$ cat src/rtl/fifo_cmd_conditioner_if.sv
// Command-conditioner bus: raw push-button/switch inputs toward the
// conditioner and the clean command outputs toward the FIFO controller.
interface fifo_cmd_conditioner_if;
  logic button_n;   // raw push-button, 0 = pressed
  logic rw_sw;      // raw direction switch, 1 = write
  logic repeat_en;  // synchronous auto-repeat enable
  logic cmd_valid;  // one-clock command pulse
  logic cmd_rw;     // direction of the most recent command
  logic pressed;    // debounced button level
  logic repeating;  // auto-repeat in progress

  // Conditioner side
  modport slave (
    input  button_n,
    input  rw_sw,
    input  repeat_en,
    output cmd_valid,
    output cmd_rw,
    output pressed,
    output repeating
  );

  // Driver / observer side
  modport master (
    output button_n,
    output rw_sw,
    output repeat_en,
    input  cmd_valid,
    input  cmd_rw,
    input  pressed,
    input  repeating
  );
endinterface

$ cat src/rtl/fifo_cmd_conditioner.sv
// Push-button command conditioner: synchronizes the raw button and direction
// switch, debounces the button, and emits one-clock command pulses with a
// captured direction bit. A held button auto-repeats when enabled.
module fifo_cmd_conditioner #(
  parameter int unsigned DEBOUNCE_CYCLES = 32'd500000,
  parameter int unsigned REPEAT_DELAY    = 32'd25000000,
  parameter int unsigned REPEAT_PERIOD   = 32'd5000000,
  parameter int unsigned CNT_W           = 32'd25
) (
  input  logic                   clock,
  input  logic                   reset,
  fifo_cmd_conditioner_if.slave  io
);

  typedef enum logic [2:0] {
    S_IDLE     = 3'd0,
    S_PRESS_DB = 3'd1,
    S_HELD     = 3'd2,
    S_REPEAT   = 3'd3,
    S_REL_DB   = 3'd4
  } state_t;

  // Terminal counts are "last value before the event" so that the event
  // fires on the N-th counted cycle.
  localparam logic [CNT_W-1:0] CNT_ZERO    = {CNT_W{1'b0}};
  localparam logic [CNT_W-1:0] CNT_ONE     = CNT_W'(32'd1);
  localparam logic [CNT_W-1:0] CNT_MAX     = {CNT_W{1'b1}};
  localparam logic [CNT_W-1:0] DB_LAST     = CNT_W'(DEBOUNCE_CYCLES - 32'd1);
  localparam logic [CNT_W-1:0] DELAY_LAST  = CNT_W'(REPEAT_DELAY - 32'd1);
  localparam logic [CNT_W-1:0] PERIOD_LAST = CNT_W'(REPEAT_PERIOD - 32'd1);

  // Saturating increment: counters stick at all-ones instead of wrapping.
  function automatic logic [CNT_W-1:0] sat_inc(input logic [CNT_W-1:0] v);
    if (v == CNT_MAX) begin
      return v;
    end else begin
      return v + CNT_ONE;
    end
  endfunction

  logic r_btn_meta;
  logic r_btn_sync;
  logic r_rw_meta;
  logic r_rw_sync;

  state_t           r_state;
  logic [CNT_W-1:0] r_db_cnt;
  logic [CNT_W-1:0] r_rep_cnt;
  logic             r_cmd_valid;
  logic             r_cmd_rw;
  logic             r_pressed;
  logic             r_repeating;

  logic w_press;
  logic w_rw;

  assign w_press = r_btn_sync;
  assign w_rw    = r_rw_sync;

  // Two-flop synchronizers; the only flops that see the raw pins.
  always_ff @(posedge clock or negedge reset) begin
    if (!reset) begin
      r_btn_meta <= 1'b0;
      r_btn_sync <= 1'b0;
      r_rw_meta  <= 1'b0;
      r_rw_sync  <= 1'b0;
    end else begin
      r_btn_meta <= ~io.button_n;
      r_btn_sync <= r_btn_meta;
      r_rw_meta  <= io.rw_sw;
      r_rw_sync  <= r_rw_meta;
    end
  end

  // Debounce / auto-repeat state machine with registered outputs.
  always_ff @(posedge clock or negedge reset) begin
    if (!reset) begin
      r_state     <= S_IDLE;
      r_db_cnt    <= CNT_ZERO;
      r_rep_cnt   <= CNT_ZERO;
      r_cmd_valid <= 1'b0;
      r_cmd_rw    <= 1'b0;
      r_pressed   <= 1'b0;
      r_repeating <= 1'b0;
    end else begin
      r_cmd_valid <= 1'b0;
      case (r_state)
        S_IDLE: begin
          r_pressed   <= 1'b0;
          r_repeating <= 1'b0;
          r_rep_cnt   <= CNT_ZERO;
          if (w_press) begin
            // This sample is the first of the debounce run.
            r_db_cnt <= CNT_ONE;
            r_state  <= S_PRESS_DB;
          end else begin
            r_db_cnt <= CNT_ZERO;
          end
        end

        S_PRESS_DB: begin
          if (!w_press) begin
            r_db_cnt <= CNT_ZERO;
            r_state  <= S_IDLE;
          end else if (r_db_cnt >= DB_LAST) begin
            r_cmd_valid <= 1'b1;
            r_cmd_rw    <= w_rw;
            r_pressed   <= 1'b1;
            r_db_cnt    <= CNT_ZERO;
            r_rep_cnt   <= CNT_ZERO;
            r_state     <= S_HELD;
          end else begin
            r_db_cnt <= sat_inc(r_db_cnt);
          end
        end

        S_HELD: begin
          if (!w_press) begin
            r_db_cnt  <= CNT_ZERO;
            r_rep_cnt <= CNT_ZERO;
            r_state   <= S_REL_DB;
          end else if (io.repeat_en && (r_rep_cnt >= DELAY_LAST)) begin
            r_cmd_valid <= 1'b1;
            r_cmd_rw    <= w_rw;
            r_repeating <= 1'b1;
            r_rep_cnt   <= CNT_ZERO;
            r_state     <= S_REPEAT;
          end else begin
            r_rep_cnt <= sat_inc(r_rep_cnt);
          end
        end

        S_REPEAT: begin
          if (!w_press) begin
            r_repeating <= 1'b0;
            r_db_cnt    <= CNT_ZERO;
            r_rep_cnt   <= CNT_ZERO;
            r_state     <= S_REL_DB;
          end else if (!io.repeat_en) begin
            r_repeating <= 1'b0;
            r_rep_cnt   <= CNT_ZERO;
            r_state     <= S_HELD;
          end else if (r_rep_cnt >= PERIOD_LAST) begin
            r_cmd_valid <= 1'b1;
            r_cmd_rw    <= w_rw;
            r_rep_cnt   <= CNT_ZERO;
          end else begin
            r_rep_cnt <= sat_inc(r_rep_cnt);
          end
        end

        S_REL_DB: begin
          r_repeating <= 1'b0;
          if (w_press) begin
            // Bounce on release: back to held, no new command.
            r_db_cnt  <= CNT_ZERO;
            r_rep_cnt <= CNT_ZERO;
            r_state   <= S_HELD;
          end else if (r_db_cnt >= DB_LAST) begin
            r_db_cnt  <= CNT_ZERO;
            r_pressed <= 1'b0;
            r_state   <= S_IDLE;
          end else begin
            r_db_cnt <= sat_inc(r_db_cnt);
          end
        end

        default: begin
          r_state     <= S_IDLE;
          r_db_cnt    <= CNT_ZERO;
          r_rep_cnt   <= CNT_ZERO;
          r_pressed   <= 1'b0;
          r_repeating <= 1'b0;
        end
      endcase
    end
  end

  assign io.cmd_valid = r_cmd_valid;
  assign io.cmd_rw    = r_cmd_rw;
  assign io.pressed   = r_pressed;
  assign io.repeating = r_repeating;

endmodule

$ cat src/flat_wrapper.sv
// flat-port wrapper written by rule: the top's interface ports become plain ports
module fifo_cmd_conditioner_flat 
#(
  parameter int unsigned DEBOUNCE_CYCLES = 32'd500000,
  parameter int unsigned REPEAT_DELAY    = 32'd25000000,
  parameter int unsigned REPEAT_PERIOD   = 32'd5000000,
  parameter int unsigned CNT_W           = 32'd25
)
  (clock, reset, io_button_n, io_rw_sw, io_repeat_en, io_cmd_valid, io_cmd_rw, io_pressed, io_repeating);
  fifo_cmd_conditioner_if io_i ();
  input  logic clock;
  input  logic reset;
  input wire logic [$bits(io_i.button_n)-1:0] io_button_n;
  input wire logic [$bits(io_i.rw_sw)-1:0] io_rw_sw;
  input wire logic [$bits(io_i.repeat_en)-1:0] io_repeat_en;
  output wire logic [$bits(io_i.cmd_valid)-1:0] io_cmd_valid;
  output wire logic [$bits(io_i.cmd_rw)-1:0] io_cmd_rw;
  output wire logic [$bits(io_i.pressed)-1:0] io_pressed;
  output wire logic [$bits(io_i.repeating)-1:0] io_repeating;
  assign io_i.button_n = io_button_n;
  assign io_i.rw_sw = io_rw_sw;
  assign io_i.repeat_en = io_repeat_en;
  assign io_cmd_valid = io_i.cmd_valid;
  assign io_cmd_rw = io_i.cmd_rw;
  assign io_pressed = io_i.pressed;
  assign io_repeating = io_i.repeating;
  fifo_cmd_conditioner #(.DEBOUNCE_CYCLES(DEBOUNCE_CYCLES), .REPEAT_DELAY(REPEAT_DELAY), .REPEAT_PERIOD(REPEAT_PERIOD), .CNT_W(CNT_W)) u_core (.clock(clock), .reset(reset), .io(io_i));
endmodule
$ cat config.mk
export PLATFORM = sky130hd
export DESIGN_NAME = fifo_cmd_conditioner_flat
export DESIGN_NICKNAME = d
export VERILOG_FILES = /design/src/rtl/fifo_cmd_conditioner_if.sv /design/src/rtl/fifo_cmd_conditioner.sv /design/src/flat_wrapper.sv
export SDC_FILE = /design/constraint.sdc
export NUM_CORES = 1
export LEC_CHECK = 0
export ABC_CLOCK_PERIOD_IN_PS = 3090
export BUFFER_PORTS_ARGS = -buffer_cell sky130_fd_sc_hd__buf_4
export CAP_MARGIN = 15
export CORE_MARGIN = 1.5
export CORE_UTILIZATION = 31
export DETAILED_ROUTE_END_ITERATION = 8
export HOLD_SLACK_MARGIN = 0.08
export PLACE_DENSITY_LB_ADDON = 0.3
export SLEW_MARGIN = 20
export SYNTH_ARGS = -nofsm -noshare
export SYNTH_HDL_FRONTEND = slang
export SYNTH_SLANG_ARGS = --single-unit
export TNS_END_PERCENT = 30
$ cat constraint.sdc
create_clock -name clock -period 3.09 [get_ports clock]
set_input_delay 0 -clock clock [delete_from_list [all_inputs] [get_ports clock]]
set_output_delay 0 -clock clock [all_outputs]
set_load 0.03 [all_outputs]
* Word-level counts from Yosys, hierarchy flattened *
Cells that the tools add are included.

storage, ports and cells
  bits in registers = 61
  bits of input ports = 5
  output and inout bits = 4
  logic and storage cells = 103

operators by class
  $add $sub $neg = 2
  $lt $le $gt $ge = 3
  equal/unequal tests = 22
  mux-type cells = 53
  bitwise logic cells = 3
  reduce and logical (&&, ||, !) cells = 9

operator list
  kind                                                                 number
  2-to-1 mux 25 bit                                                    14
  one-hot mux 25 bit (4 select lines)                                  2
  adder 25 x 1 -> 25 bit, second input constant                        2
  equality test 25 bit, second input constant                          2
  2-to-1 mux 3 bit                                                     9
  greater-or-equal comparator 25 x 19 -> 1 bit, second input constant  1
  greater-or-equal comparator 25 x 23 -> 1 bit, second input constant  1
  greater-or-equal comparator 25 bit, second input constant            1
  2-to-1 mux 1 bit                                                     23
  != test 2 x 1 -> 1 bit, second input constant                        9
  one-hot mux 3 bit (5 select lines)                                   1
  one-hot mux 1 bit (3 select lines)                                   4
  AND reduction 5 bit                                                  2
  != test 3 bit, second input constant                                 3
  AND reduction 8 bit                                                  1
  equality test 3 x 2 -> 1 bit, second input constant                  2
  != test 2 bit, second input constant                                 3
  AND reduction 4 bit                                                  1
  equality test 3 x 1 -> 1 bit, second input constant                  1
  equality test 3 bit, second input constant                           1
  zero test 3 bit                                                      1
  != test 3 x 1 -> 1 bit, second input constant                        1
  inverter 1 bit                                                       3
  AND reduction 3 bit                                                  1
  other kinds (3)                                                      3

* Logic depth before layout (Yosys ltp) *
Gate-level depths: netlist (run 1).

  depth after elaboration = 6
  gate-level depth with buffers = 10
  mapped depth without buffers = 8

* Worst setup path before layout (run 1) *
Ideal clock, no wire load.

  kind = register to register
  from = register u_core.r_db_cnt[9]
  to = register u_core.r_rep_cnt[0]
  setup time = 0.125 ns
  arrival time = 2.437 ns
  path slack = 0.529 ns
  cell stages (with the launch flop) = 8
  period minus slack after synthesis = 2.561 ns
  cell sequence = dfrtp_1 or4_4 or4_4 a41oi_2 buf_6 buf_2 o21ai_0 mux2_2

on the way
  word-level cells in the longest chain between the ends = 3

ends and longest elaborated chain
  what                                          line                         source
  start, declared                               fifo_cmd_conditioner.sv:47   logic [CNT_W-1:0] r_db_cnt;
  start signal, assigned                        fifo_cmd_conditioner.sv:113  r_db_cnt <= sat_inc(r_db_cnt);
  start signal, assigned                        fifo_cmd_conditioner.sv:164  r_db_cnt <= sat_inc(r_db_cnt);
  greater-or-equal comparator 25 x 19 -> 1 bit  fifo_cmd_conditioner.sv:105  end else if (r_db_cnt >= DB_LAST) begin
  != test 2 x 1 -> 1 bit (no line)              --
  AND reduction 3 bit (no line)                 --
  end signal, assigned                          fifo_cmd_conditioner.sv:129  r_rep_cnt <= sat_inc(r_rep_cnt);
  end signal, assigned                          fifo_cmd_conditioner.sv:148  r_rep_cnt <= sat_inc(r_rep_cnt);
  end, declared                                 fifo_cmd_conditioner.sv:48   logic [CNT_W-1:0] r_rep_cnt;

No other way between the ends.
A chain may end at the register's enable or synchronous reset.

* Worst setup path in the final report (run 1) *
  from = register u_core.r_rep_cnt[7]
  to = register u_core.r_rep_cnt[13]

on the way
  word-level cells in the longest chain between the ends = 6
  elaborated cells between the ends (all ways) = 12
  those cells by class = 1 x add/sub; 2 x order compare; 1 x eq/ne; 7 x mux; 1 x reduce/logical

ends and longest elaborated chain
  what                                                                   line                                                    source
  adder 25 x 1 -> 25 bit / equality test 25 bit (equally long branches)  fifo_cmd_conditioner.sv:37, fifo_cmd_conditioner.sv:34
  2-to-1 mux 25 bit                                                      fifo_cmd_conditioner.sv:34                              if (v == CNT_MAX) begin
  2-to-1 mux 25 bit                                                      fifo_cmd_conditioner.sv:143                             end else if (r_rep_cnt >= PERIOD_LAST) begin
  2-to-1 mux 25 bit                                                      fifo_cmd_conditioner.sv:139                             end else if (!io.repeat_en) begin
  2-to-1 mux 25 bit                                                      fifo_cmd_conditioner.sv:134                             if (!w_press) begin
  one-hot mux 25 bit (4 select lines) (*)                                fifo_cmd_conditioner.sv:87                              case (r_state)

Mark *: on every way between the ends. The rest lies on a longest branch, timed or not.

==> results of run 1 <==
## cell type report
class	instances	area (um^2)
Clock buffer	12	165
Clock inverter	4	45.0
Fill cell	1109	6940
Inverter	5	18.8
Multi-Input combinational cell	312	1860
Sequential cell	61	1530
Tap cell	140	175
Timing Repair Buffer	20	160
## power by group through the flow
stage / Combinational, mW / Sequential, mW / Clock [mW]
final: 0.0678 / 0.810 / 0.762
after CTS: 0.0693 / 0.810 / 0.781
after global placement: 0.0639 / 0.825 / 0
after detailed placement: 0.0651 / 0.825 / 0
after floorplan: 0.0361 / 0.821 / 0
after global routing: 0.0768 / 0.810 / 0.813
## kinds of logic after synthesis
kind of cell / after synthesis / synth area share, %
and+or+nand+nor: 194 / 30.0
xor gates and xnor gates: 15 / 3.76
adders and majority gates: 2 / 0.717
DFF: 61 / 43.7
muxes: 4 / 1.22
buffers and inverters: 25 / 3.05
AOI/OAI and AO/OA: 97 / 17.5
## worst paths after layout
path	cells after the start	startpoint	endpoint	slack [ps]
max in group asynchronous	2	reset	u_core.r_rep_cnt[10]	2290
min in group clock	2	io_rw_sw	u_core.r_rw_meta	310
min reg2reg	0	u_core.r_btn_meta	u_core.r_btn_sync	360
min	2	reset	u_core.r_db_cnt[12]	250
max reg2reg	8	u_core.r_rep_cnt[7]	u_core.r_rep_cnt[13]	310
max	8	u_core.r_rep_cnt[7]	u_core.r_rep_cnt[13]	310
## metal layers
metal,up-vias,global-route usage (%),routed length [um]
met5,-,0,0
met4,0,4.61,46
met3,5,4.54,340
met2,65,23.8,3910
met1,1515,20.2,4090
li1,1497,-,-
## through the flow
step	setup slack (ps)	std cells	utilization, %	area (um^2)	power, mW
3_3_place_gp	316	534	34.0	3700	0.889
3_5_place_dp	216	534	34.0	3700	0.890
6_report	306	554	36.3	3950	1.64
4_1_cts	195	554	36.3	3950	1.66
5_1_grt	69.9	554	36.3	3950	1.70
2_1_floorplan	529	398	-	3490	0.857
## registers in the layout, summed over array words and instances, names as in the netlist
signal               cells
u_core.io.cmd_rw         1
u_core.io.cmd_valid      1
u_core.io.pressed        1
u_core.io.repeating      1
u_core.r_btn_meta        1
u_core.r_btn_sync        1
u_core.r_db_cnt         25
u_core.r_rep_cnt        25
u_core.r_rw_meta         1
u_core.r_rw_sync         1
u_core.r_state           3
## cells in the final DEF (no fill, tap or decap), types with 3 or more instances in the layout
cell type and count:
dlygate4sd3_1 4, a21oi_1 14, nand3_1 16, clkbuf_8 12, and4_1 6, buf_4 16
nor4_1 5, and3_1 17, nor3b_1 3, dfrtp_1 61, nand4_1 26, nor3_1 8
o21ai_0 38, or3_1 3, nor2_1 33, xor2_1 14, nand2b_1 4, inv_1 5
clkinv_2 3, nand2_1 42, and2_1 10, a21o_1 6, nor2b_1 6, a31oi_1 13
## repair_timing
item / in CTS / in global routing
endpoints found under the hold margin: 66 / 0
hold buffers: 4 / 0
gates resized for setup: 0 / 1
setup buffers: 0 / 0
setup endpoints to repair: 0 / 17
==> flow_summary.json, run 1 <==
{
  "yosysWarnings": 0,
  "synth_seq_cells": 61,
  "cts_tree": "built",
  "firstDrtPassIters": 4,
  "fin_worst_skew_ps": 13.2,
  "syn_inst": 398,
  "start_util_pct": 32.1,
  "ys_async_sr_fraction_pct": 100,
  "path_buf_inv": 1,
  "nets": 416,
  "syn_area_um2": 3490,
  "synth_cell_types": 56,
  "yosys-top-cells-count": "61 x dfrtp_1, 42 x nand2_1, 38 x o21ai_0",
  "clockBufferDepth": 2,
  "fin_hold_ws_ps": 254,
  "syn_avg_cell_area_um2": 8.77,
  "grt_max_degree": 62,
  "crit_chain": "nor4_1 -> nand4_1 -> or4_1 -> a31oi_1 -> a211o_2 -> and2_1 -> buf_4 -> nor2_1",
  "die_h_um": 109,
  "htreeDepth": 3,
  "cts_sinks": 61,
  "power.share.switching_pct": 23.2,
  "cpPeakStageDelay_ps": 550,
  "clk_latency_ps": 350,
  "synth_nets": 405,
  "worstPathArrival_ps": 3010,
  "worstMarginPinSlew_ps": 791,
  "hold_class": "primary input to asynchronous set/reset pin",
  "crit_type": "register to register",
  "cp-end-kind": "register",
  "ys.flop_type": "dfrtp_1",
  "finalSetupTns_ps": 0,
  "fp.dieW_um": 109,
  "p_seq_share_pct": 49.4,
  "routed_via_density": 5.56,
  "cts-root-buf": "clkbuf_8",
  "slew_headroom_pct": 47.3,
  "syn_to_final_growth_pct": 13.2,
  "cp_top_family": "simple AND/OR/NAND/NOR gates",
  "rsz0062_at_grt": "no",
  "synth.top_cell.area_share_pct": 43.7,
  "avgRoutedWirePerCell_um": 15.1,
  "yosys-top-cells-area": "dfrtp_1 44%, o21ai_0 5.4%, nand4_1 4.7%",
  "cap_violations": 0,
  "switchingPower_uw": 380,
  "peakVddDrop_uv": 267,
  "drc_errors": 0,
  "max_clock_freq_mhz": 359,
  "drive_gt1_share_pct": 10.1,
  "min_period_over_period_pct": 90.1,
  "routed-via-count": 3082,
  "grt_pass1_wl_um": 14200,
  "comb_power_share_pct": 4.1,
  "cpMaxStageDelayCell": "or4_1",
  "core_um2": 10900,
  "cp-start-kind": "register",
  "pwr-share-clk_pct": 46.5,
  "io_pins": 9,
  "antenna_cells_inserted": 0,
  "ant_nets": 0,
  "synth_most_common_cell": "dfrtp_1",
  "period_needed_ps": 2780,
  "hold_viol_final": 0,
  "status": "finished, final reports clean",
  "setup_viol": 0,
  "intPower_mw": 1.26,
  "io_buffers": 8,
  "die_area_um2": 11900,
  "antenna_found_initial": 0,
  "clk_pin_slew_ps": 70,
  "power.density_nw_per_um2": 415,
  "drt_iter0_markers": 189,
  "grt_overflow_total": 0,
  "critPathMaxFanout": 17,
  "synth_top_cell_by_area": "dfrtp_1",
  "wl_um": 8380,
  "place.gp.congestion": 0.876,
  "ys_seq_area_share_pct": 43.7,
  "cts_buffers": 9,
  "synth-edff-count": 0,
  "p_leak_nw": 1.71,
  "grt_use_total_pct": 15.2,
  "required_ps": 3320,
  "grt_pass1_vias": 2884,
  "slew_viol_final": 0,
  "rows": 38,
  "dp_hpwl_um": 5680
}
Note: power is estimated with default switching activity, not from simulation.
==> inputs of run 2 (changes only) <==
--- a/config.mk
+++ b/config.mk
@@ -6,11 +6,11 @@
 export NUM_CORES = 1
 export LEC_CHECK = 0
 export ABC_CLOCK_PERIOD_IN_PS = 3090
-export BUFFER_PORTS_ARGS = -buffer_cell sky130_fd_sc_hd__buf_4
 export CAP_MARGIN = 15
 export CORE_MARGIN = 1.5
 export CORE_UTILIZATION = 31
 export DETAILED_ROUTE_END_ITERATION = 8
+export DONT_BUFFER_PORTS = 1
 export HOLD_SLACK_MARGIN = 0.08
 export PLACE_DENSITY_LB_ADDON = 0.3
 export SLEW_MARGIN = 20
==> flow_summary.json, run 2 (synthesized netlist as in run 1, its figures left out) <==
{
  "grt_use_total_pct": 15.1,
  "cpMaxStageDelayCell": "or4_4",
  "start_util_pct": 32.1,
  "ff2ff_path_depth": 7,
  "holdPathStages": 3,
  "grt_pass1_vias": 2899,
  "cp-start-kind": "register",
  "hold_viol_final": 0,
  "worstPathArrival_ps": 3050,
  "fin_worst_skew_ps": 7.26,
  "min_period_over_period_pct": 89.5,
  "finalSetupTns_ps": 0,
  "routed-via-count": 3053,
  "drt_iter0_markers": 151,
  "post_cts_buffers": 0,
  "slew_headroom_pct": 48.1,
  "fin_cells": 546,
  "path_common_cell": "or4_4",
  "critPathMaxFanout": 20,
  "drive_gt1_share_pct": 7.88,
  "max_clock_freq_mhz": 361,
  "rsz0062_at_grt": "no",
  "period_needed_ps": 2770,
  "postLayoutCoreUtil_pct": 35.9,
  "p_leak_nw": 1.66,
  "dpl.cell_count": 525,
  "die_h_um": 109,
  "cts_buffers": 9,
  "crit_chain": "or4_4 -> or4_4 -> a41oi_2 -> buf_12 -> nand2_2 -> or4_1 -> a21oi_1",
  "ant_nets": 0,
  "clk_pin_slew_ps": 70,
  "dp_hpwl_um": 5600,
  "core_um2": 10900,
  "crit_type": "register to register",
  "peakVddDrop_uv": 287,
  "slew_viol_final": 0,
  "cp_top_family": "simple AND/OR/NAND/NOR gates",
  "avgRoutedWirePerCell_um": 15.1,
  "regArea_um2": 1530,
  "final_common_cell": "dfrtp_1",
  "multi_input_area_um2": 1860,
  "place.gp.congestion": 0.861,
  "cpPeakStageDelay_ps": 600,
  "setup_viol": 0,
  "htreeDepth": 3,
  "wl_um": 8230,
  "antenna_cells_inserted": 0,
  "nets": 408,
  "cap_violations": 0,
  "worstMarginPinSlew_ps": 778,
  "path_buf_inv": 1,
  "syn_to_final_growth_pct": 11.9,
  "grt_overflow_total": 0,
  "fillers": 1119,
  "place_area_um2": 3640,
  "antenna_found_initial": 0,
  "reg_top3": "u_core.r_db_cnt (25), u_core.r_rep_cnt (25), u_core.r_state (3)",
  "clockBufferDepth": 2,
  "cts_sinks": 61,
  "required_ps": 3370,
  "fp.dieW_um": 109,
  "power.density_nw_per_um2": 407,
  "clk_latency_ps": 350,
  "grt_max_degree": 62,
  "rows": 38,
  "hold_class": "primary input to register",
  "io_buffers": 0,
  "cts_tree": "built",
  "crit_cells": 7,
  "die_area_um2": 11900,
  "io_pins": 9,
  "drc_errors": 0,
  "finalInstanceArea_um2": 3900,
  "fin_total_pwr_mw": 1.59,
  "firstDrtPassIters": 5,
  "status": "finished, final reports clean",
  "cts-root-buf": "clkbuf_8",
  "routed_via_density": 5.59,
  "layout_common_cells": "61 x dfrtp_1, 42 x nand2_1, 38 x o21ai_0",
  "cp-end-kind": "register",
  "grt_pass1_wl_um": 14200
}
## run 2: metal layers
metal | up-vias | part of all wire (%) | track usage, %
met5 | - | 0 | 0
met4 | 0 | 1.2 | 4.98
met3 | 13 | 3.7 | 4.24
met2 | 56 | 47 | 23.3
met1 | 1505 | 48 | 20.4
li1 | 1479 | - | -
## run 2: tightest hold or removal path: cells and delay by family
kind / cells / cell delay (ps)
AO/OA/AOI/OAI: 3 / 430
## run 2: final timing paths
kind                                        end                from  slack [ps]
max reg2reg                u_core.r_rep_cnt[16]  u_core.r_db_cnt[9]         320
max                        u_core.r_rep_cnt[16]  u_core.r_db_cnt[9]         320
max in group asynchronous  u_core.r_rep_cnt[19]               reset        2640
min reg2reg                   u_core.r_btn_sync   u_core.r_btn_meta         350
min                         u_core.r_rep_cnt[3]        io_repeat_en         130
min in group asynchronous    u_core.r_db_cnt[6]               reset         180
## run 2: power by group
| part | internal, mW | switching, mW |
|---|---|---|
| combinational | 0.0250 | 0.0456 |
| clock | 0.392 | 0.315 |
| sequential | 0.804 | 0.00668 |
| total | 1.22 | 0.368 |
## run 2: what timing repair did
action | in CTS | in global routing
hold buffers | 5 | 0
setup endpoints to repair | 0 | 18
hold endpoints to repair | 67 | 0
resized for setup | 0 | 1
## run 2: final cells by class
| type | count | area share, % |
|---|---|---|
| Multi-Input combinational cell | 312 | 47.6 |
| Timing Repair Buffer | 12 | 3.40 |
| Tap cell | 140 | 4.49 |
| Clock inverter | 4 | 1.22 |
| Clock buffer | 12 | 3.72 |
| Sequential cell | 61 | 39.1 |
| Inverter | 5 | 0.481 |
## run 2: metrics by stage
stage / hold WS [ps] / worst slack, ps
6_report: 131 / 323
5_1_grt: 126 / 65.8
4_1_cts: 182 / 234
3_5_place_dp: -293 / 259
3_3_place_gp: -292 / 350
2_1_floorplan: -296 / 529
==> inputs of run 3 (changes only) <==
--- a/config.mk
+++ b/config.mk
@@ -5,6 +5,7 @@
 export SDC_FILE = /design/constraint.sdc
 export NUM_CORES = 1
 export LEC_CHECK = 0
+export ABC_AREA = 1
 export ABC_CLOCK_PERIOD_IN_PS = 3090
 export CAP_MARGIN = 15
 export CORE_MARGIN = 1.5
@@ -13,6 +14,7 @@
 export DONT_BUFFER_PORTS = 1
 export HOLD_SLACK_MARGIN = 0.08
 export PLACE_DENSITY_LB_ADDON = 0.3
+export SETUP_SLACK_MARGIN = 0.02
 export SLEW_MARGIN = 20
 export SYNTH_ARGS = -nofsm -noshare
 export SYNTH_HDL_FRONTEND = slang
==> flow_summary.json, run 3 <==
{
  "grt_pass1_wl_um": 22100,
  "grt_pass1_vias": 4327,
  "setup_slack_ps": 699,
  "worstMarginPinSlew_ps": 979,
  "cts_sinks": 61,
  "syn_area_um2": 4820,
  "hold_viol_final": 0,
  "routed-via-count": 4745,
  "io_buffers": 0,
  "cpMaxStageDelayCell": "dfrtp_1",
  "cp-start-kind": "register",
  "worstPathArrival_ps": 2650,
  "reg_top3": "u_core.r_db_cnt (25), u_core.r_rep_cnt (25), u_core.r_state (3)",
  "slew_headroom_pct": 34.5,
  "syn_avg_cell_area_um2": 6.36,
  "crit_type": "register to register",
  "cpPeakStageDelay_ps": 550,
  "post-place-ws_ps": 734,
  "pwr-share-clk_pct": 41.5,
  "p_seq_share_pct": 34.7,
  "hold_class": "primary input to register",
  "antenna_found_initial": 0,
  "required_ps": 3350,
  "peakVddDrop_uv": 422,
  "clk_latency_ps": 340,
  "setup_viol": 0,
  "io_pins": 9,
  "cp_top_family": "simple AND/OR/NAND/NOR gates",
  "place.gp.congestion": 0.913,
  "avgRoutedWirePerCell_um": 14.0,
  "fp.dieW_um": 128,
  "p_leak_nw": 2.40,
  "grt_use_total_pct": 17.1,
  "drc_errors": 0,
  "layout_common_cells": "199 x nand2_1, 105 x nor2_1, 91 x inv_1",
  "crit_chain": "inv_1 -> nand2_1 -> nor2_1 -> nand2_1 -> nand2_1 -> a21oi_1 -> nand3_2 -> or2_2 -> nand2_2 -> nor2_4 -> nor2_1",
  "syn_inst": 758,
  "finalSetupTns_ps": 0,
  "firstDrtPassIters": 5,
  "period_needed_ps": 2390,
  "max_clock_freq_mhz": 418,
  "clockBufferDepth": 2,
  "worstReg2RegStart": "u_core.r_rep_cnt[16]",
  "cts_buffers": 9,
  "critPathMaxFanout": 21,
  "synth_nets": 765,
  "htreeDepth": 3,
  "switchingPower_uw": 940,
  "synth-edff-count": 0,
  "hp-start": "io_repeat_en",
  "path_common_cell": "nand2_1",
  "status": "finished, final reports clean",
  "start_util_pct": 31.7,
  "ys_seq_area_share_pct": 31.7,
  "yosysWarnings": 0,
  "comb_power_share_pct": 23.8,
  "wl_um": 13200,
  "synth_cell_types": 37,
  "synth_top_cell_by_area": "dfrtp_1",
  "die_h_um": 128,
  "drt_iter0_markers": 354,
  "ant_nets": 0,
  "path_buf_inv": 1,
  "core_um2": 15200,
  "clk_pin_slew_ps": 50,
  "synth_most_common_cell": "nand2_1",
  "dp_hpwl_um": 9250,
  "cts-root-buf": "clkbuf_16",
  "rsz0062_at_grt": "no",
  "min_period_over_period_pct": 77.4,
  "synth.top_cell.area_share_pct": 31.7,
  "cap_violations": 0,
  "fillers": 1691,
  "syn_to_final_growth_pct": 9.82,
  "yosys-top-cells-count": "199 x nand2_1, 105 x nor2_1, 91 x inv_1",
  "die_area_um2": 16300,
  "yosys-top-cells-area": "dfrtp_1 32%, nand2_1 16%, nand3_1 9.3%",
  "power.share.switching_pct": 34.9,
  "antenna_cells_inserted": 0,
  "nets": 755,
  "ys.flop_type": "dfrtp_1",
  "intPower_mw": 1.75,
  "rows": 45,
  "cp-startpoint": "u_core.r_rep_cnt[16]",
  "grt_max_degree": 62,
  "synth_seq_cells": 61,
  "grt_overflow_total": 0,
  "cts_tree": "built",
  "routed_via_density": 5.04,
  "drive_gt1_share_pct": 8.63,
  "ys_async_sr_fraction_pct": 100,
  "fin_worst_skew_ps": 8.82,
  "post_cts_resized": 0,
  "cp-end-kind": "register",
  "slew_viol_final": 0,
  "power.density_nw_per_um2": 509,
  "final_common_cell": "nand2_1"
}
[run 3: cell count changes in the layout (fill, tap and decap cells not counted), moves of 8 or more]
cell       change
nor2_1        +72
nor2_2        +10
inv_1         +86
a31oi_1       -12
clkbuf_16      +9
and2_1        -10
inv_2          +8
clkbuf_8       -8
nand4_1       +16
nor3_1        +12
nand2_1      +157
and3_1        -17
nand3_1       +74
o21ai_0        -8
[run 3: power by group through the flow]
stage               sequential, mW  clock, mW  combinational, mW
floorplan                    0.931          0              0.506
global placement             0.946          0              0.611
detailed placement           0.946          0              0.617
CTS                          0.933       1.13              0.648
global route                 0.943       1.17              0.730
finish                       0.934       1.12              0.641
[run 3: cell families after synthesis]
kind of cell / count (synthesis) / share of synthesized area, %
AO/OA/AOI/OAI: 58 / 6.44
XOR/XNOR: 13 / 2.36
AND/OR/NAND/NOR: 496 / 47.6
flip-flops: 61 / 31.7
adder cells (fa/ha/maj): 2 / 0.519
buffers and inverters: 128 / 11.3
[run 3: final cells by class]
cell class | count | area (um^2) | share of cell area (%)
clock buffers | 12 | 256 | 4.85
well taps | 188 | 235 | 4.45
repair buffers | 7 | 82.6 | 1.56
flip-flops and latches | 61 | 1530 | 28.8
clock inverters | 4 | 70.1 | 1.32
inverters | 100 | 375 | 7.09
multi-input cells | 569 | 2750 | 51.9
[run 3: per-stage QoR]
step	total power, mW	area [um^2]	hold slack, ps	util, %	std cells
final	2.69	5290	123	34.8	941
after global routing	2.84	5290	164	34.8	941
after CTS	2.72	5290	131	34.8	941
after detailed placement	1.56	4900	-294	32.2	920
after global placement	1.56	4900	-294	32.2	920
after floorplan	1.44	4820	-296	-	758
[run 3: layer usage]
layer / routed length (um) / up-vias / GRT usage [%]
li1: - / 2438 / -
met1: 6630 / 2176 / 24.0
met2: 5600 / 113 / 25.6
met3: 677 / 18 / 3.21
met4: 276 / 0 / 7.14
met5: 0 / - / 0
[run 3: worst paths after layout]
check | endpoint | slack, ps | cells past startpoint
hold / removal | u_core.r_rep_cnt[2] | 120 | 4
max in group asynchronous | u_core.r_db_cnt[16] | 2630 | 2
hold reg to reg | u_core.r_rw_sync | 350 | 0
min in group asynchronous | u_core.r_db_cnt[11] | 190 | 2
setup reg to reg | u_core.r_rep_cnt[19] | 700 | 11
setup / recovery | u_core.r_rep_cnt[19] | 700 | 11
[run 3: worst min-delay path: cells and delay by family]
kind,cells,cell delay (ps)
buffers and inverters,1,210
and+or+nand+nor,3,210
[run 3: what timing repair did]
item	CTS	global route
setup buffers	0	0
hold endpoints to repair	86	0
hold buffers	5	0
